**config.mk**
```make
export PLATFORM = sky130hd
export DESIGN_NAME = indication_arbiter
export DESIGN_NICKNAME = d
export VERILOG_FILES = /design/src/rtl/indication_arbiter.sv
export SDC_FILE = /design/constraint.sdc
export NUM_CORES = 1
export LEC_CHECK = 0
export ABC_AREA = 1
export CAP_MARGIN = 20
export CORE_MARGIN = 2
export CORE_UTILIZATION = 55
export DETAILED_ROUTE_END_ITERATION = 12
export PLACE_DENSITY_LB_ADDON = 0.12
export SETUP_SLACK_MARGIN = 0.02
export SYNTH_ARGS = -nofsm -noshare
export SYNTH_HDL_FRONTEND = slang
export SYNTH_SLANG_ARGS = --single-unit
export TNS_END_PERCENT = 10
```
**constraint.sdc**
```tcl
create_clock -name CLK -period 5.4 [get_ports CLK]
set_input_delay 1.08 -clock CLK [delete_from_list [all_inputs] [get_ports CLK]]
set_output_delay 1.08 -clock CLK [all_outputs]
set_load 0.005 [all_outputs]
```
**src/rtl/indication_arbiter.sv**
```systemverilog
// Round-robin, message-atomic arbiter that merges NREQ indication requesters
// into one portal indication channel through a DEPTH-entry FIFO.
module indication_arbiter #(
  parameter int NREQ  = 4,
  parameter int DEPTH = 8,
  parameter int DW    = 32
) (
  input  logic               CLK,
  input  logic               RST,
  input  logic [NREQ-1:0]    req_pending,
  output logic [NREQ-1:0]    RDY_req,
  input  logic [NREQ-1:0]    EN_req,
  input  logic [NREQ*DW-1:0] req_data,
  input  logic [NREQ-1:0]    req_last,
  input  logic               intr_enable,
  output logic               RDY_first,
  output logic [DW-1:0]      first,
  output logic               RDY_deq,
  input  logic               EN_deq,
  output logic               notEmpty,
  output logic               intr_status,
  output logic [31:0]        intr_channel
);

  localparam int IW = $clog2(NREQ);
  localparam int PW = $clog2(DEPTH);
  localparam int CW = $clog2(DEPTH + 1);
  localparam int EW = IW + 1 + DW;

  typedef enum logic {IDLE, LOCK} state_t;

  state_t          state, state_next;
  logic [IW-1:0]   grant, grant_next;
  logic [IW-1:0]   last_grant, last_grant_next;
  logic [IW-1:0]   cand;
  logic            found;
  logic [EW-1:0]   mem [DEPTH];
  logic [PW-1:0]   wr_ptr, rd_ptr;
  logic [CW-1:0]   count;
  logic            full, empty, enq, deq;

  assign full  = (count == CW'(DEPTH));
  assign empty = (count == '0);
  assign enq   = (state == LOCK) && !full && EN_req[grant];
  assign deq   = EN_deq && !empty;

  always_comb begin
    RDY_req = '0;
    if (state == LOCK && !full) RDY_req[grant] = 1'b1;
  end

  // Round-robin search starts just after the requester that finished last.
  always_comb begin
    state_next      = state;
    grant_next      = grant;
    last_grant_next = last_grant;
    found           = 1'b0;
    cand            = '0;
    case (state)
      IDLE: begin
        for (int k = 1; k <= NREQ; k++) begin
          cand = IW'((int'(last_grant) + k) % NREQ);
          if (!found && req_pending[cand]) begin
            found      = 1'b1;
            grant_next = cand;
          end
        end
        if (found) state_next = LOCK;
      end
      LOCK: begin
        if (enq && req_last[grant]) begin
          last_grant_next = grant;
          state_next      = IDLE;
        end
      end
      default: state_next = IDLE;
    endcase
  end

  always_ff @(posedge CLK or posedge RST) begin
    if (RST) begin
      state      <= IDLE;
      grant      <= '0;
      last_grant <= IW'(NREQ - 1);
      wr_ptr     <= '0;
      rd_ptr     <= '0;
      count      <= '0;
    end else begin
      state      <= state_next;
      grant      <= grant_next;
      last_grant <= last_grant_next;
      if (enq) wr_ptr <= wr_ptr + PW'(1);
      if (deq) rd_ptr <= rd_ptr + PW'(1);
      case ({enq, deq})
        2'b10:   count <= count + CW'(1);
        2'b01:   count <= count - CW'(1);
        default: count <= count;
      endcase
    end
  end

  // Storage is not reset; the empty flag masks stale entries on the outputs.
  always_ff @(posedge CLK) begin
    if (enq) mem[wr_ptr] <= {grant, req_last[grant], req_data[int'(grant)*DW +: DW]};
  end

  assign notEmpty     = !empty;
  assign RDY_first    = !empty;
  assign RDY_deq      = !empty;
  assign first        = empty ? '0 : mem[rd_ptr][DW-1:0];
  assign intr_channel = empty ? '0 : 32'(mem[rd_ptr][EW-1 -: IW]);
  assign intr_status  = !empty && intr_enable;

endmodule

```
==> results.yml <==
drt:
  drt_first_iter_violations: 787
  routed_wl_mm: 32.0
  viasPerCell: 5.74
  vias: 9354
  drc: 0
  first_pass_iters: 5
  ant_nets: 0
  wl_per_cell_microns: 19.6
global_routing:
  antenna_found_initial: 1
  grt_pass1_wl_mm: 49.0
  grt_max_degree: 107
  grt_pass1_vias: 9086
  grt_util_all_layers: 0.260
  overflow: 0
logic_synthesis:
  synth.top_cells.by_area: "edfxtp_1 (64%), nor2_1 (8.3%), o32ai_1 (4.6%), nand3_1 (4.5%), o21ai_0 (3.8%)"
  synth_edf_count: 272
  synth_top_area_frac: 0.637
  synthArstFlopShare: 0.0523
  ys_ff_latch: 287
  ys_seq_area_frac: 0.667
  yosys.area.top_type: "edfxtp_1"
  yosysWarnings: 0
  netlist_area_sq_um: 12800
  syn_avg_cell_area_sq_um: 11.3
  synthCells: 1137
  synth_cell_types: 29
  ys.flop_type: "edfxtp_1"
sta:
  finalCritPeriodShare: 0.840
  clock_skew_ps: 8.27
  drv_slew: 0
  slew_headroom: 0.285
  maxClockFrequency_mhz: 221
  setup_viol: 0
  rsz0062_at_grt: "false"
  tightest_slew_ps: 1070
  holdWs_ps: 497
  finalHoldViolCount: 0
  tns_ps: 0
  fin_crit_ps: 4530
placed_design:
  dp.final_hpwl_mm: 19.4
  placed_area_sq_um: 14800
  placed_cells: 1577
  place_congestion: 0.790
  port_buffers: 185
die:
  die_h_microns: 157
  start_util: 0.563
  die_w_microns: 157
  rows: 55
  dieArea_sq_um: 24500
  core_sq_um: 22800
  pin_count: 216
final_layout:
  design_area_sq_um: 15700
  area_growth_pct: 22.8
  instances_no_fill: 1631
  drive_above_1_share: 0.0721
  layout_commonest_cell: "nor2_1"
  nNetsFinal: 1444
  final_cell_mix: "nor2_1 (276), edfxtp_1 (272), clkdlybuf4s50_1 (185)"
clock_tree:
  clock-sinks: 287
  cts_resized: 0
  tritoncts: "done"
  clockBufferDepth: 3
  clk_latency_ps: 530
  clkSlewWorstSetupHoldPaths_ps: 60
  cts_made_buffers: 28
  cts_setup_buffers: 0
  cts-root-buf: "clkbuf_16"
  htreeDepth: 1
  cts_hold_buf: 0
power_and_ir_drop:
  totalPowerFinal_w: 0.00936
  power.internal_w: 0.00582
  leakagePower_nw: 5.48
  p_seq_frac: 0.383
  switchingPower_w: 0.00354
  vdd_drop_max_v: 0.000356
  p_sw_frac: 0.378
  power.density_nw_per_um2: 594
  combPwrFrac: 0.416
  p_clk_frac: 0.201
setup_path:
  path_cells: "inv_4 -> buf_4 -> nor2_1 -> o32ai_1 -> nor2_1 -> nor2_1 -> clkdlybuf4s50_1"
  critPathLaunchType: "flip-flop"
  required_ps: 4320
  critPathSlowestCell: "inv_4"
  cpMostUsedCell: "nor2_1"
  crit_type: "reg2out"
  crit_buf_inv: 3
  cp_slowest_stage_delay_ps: 730
  endpoint_kind: "output port"
  crit_arrival_ps: 3450
  worstPathMaxFanout: 88
  crit_family: "buffers and inverters"
min_path:
  min_path_type: "reg2reg"
flow_run:
  maxCapViolations: 0
outcome:
  outcome: "finished, final reports clean"
## cells in the mapped netlist, types with 10 or more instances
cell type and count:
clkbuf_1 36, buf_4 39, o21ai_1 14, o32ai_1 68, nand2_1 68, inv_1 22, buf_1 10, dfrtp_1 13
buf_2 22, nor2_1 284, a22oi_1 34, o21ai_0 98, edfxtp_1 272, nand3_1 114
## metal layers
metal	GRT usage	vias up	wire length, microns
met5	0	-	0
met4	0.0612	0	546
met3	0.0377	42	2530
met2	0.443	413	15700
met1	0.357	4512	13200
li1	-	4387	-
## path summary, 6_finish.rpt
kind                                 from        end  slack [ps]  depth (start not counted)
worst max-delay path            rd_ptr[0]  first[28]         870                          7
worst min-delay path                state      state         500                          2
worst max register to register   grant[1]  mem[4][6]        2120                          8
worst min register to register      state      state         500                          2
max in group asynchronous             RST  rd_ptr[0]        4030                          2
min in group asynchronous             RST   grant[1]         920                          2
## through the flow
stage | worst slack (ps) | utilization
floorplan | 1940 | -
global placement | 1490 | 0.651
detailed placement | 1430 | 0.651
CTS | 865 | 0.690
global route | 682 | 0.691
finish | 866 | 0.691
## power groups by stage
stage	sequential (W)	clock [W]	combinational, W
2_1_floorplan	0.00342	0	0.00247
3_3_place_gp	0.00360	0	0.00379
3_5_place_dp	0.00362	0	0.00388
4_1_cts	0.00358	0.00190	0.00390
5_1_grt	0.00363	0.00198	0.00427
6_report	0.00358	0.00188	0.00389
## worst register-to-register path: cells and delay by family (launching register included)
family | cells | cell delay [ps]
buf+inv | 2 | 820
compound gates | 1 | 70
simple gates | 5 | 1430
flops | 1 | 630
## kinds of logic (layout without fill, tap and decap cells)
logic type                 Yosys count  count (layout)  synth area share
and+or+nand+nor                    485             485             0.157
buffers and inverters              136             287            0.0552
AOI/OAI and AO/OA                  216             216             0.111
xor gates and xnor gates             7               7           0.00478
DFF                                287             287             0.667
adders and majority gates            5               5           0.00488
other                                1              31          0.000293
## state kept, by name, summed over array words and instances, names as in the netlist
register,count
wr_ptr,3
count,4
grant,2
mem,272
state,1
last_grant,2
rd_ptr,3
## cell type report
| class | instances | area [sq um] |
|---|---|---|
| repair buffers | 209 | 2050 |
| clock buffers | 40 | 817 |
| flip-flops and latches | 287 | 8560 |
| well taps | 313 | 392 |
| inverters | 26 | 100 |
| diodes | 1 | 2.50 |
| fillers | 1660 | 7040 |
| clock inverters | 12 | 81.3 |
| multi-input cells | 743 | 3740 |
(Power assumes the default switching activity.)
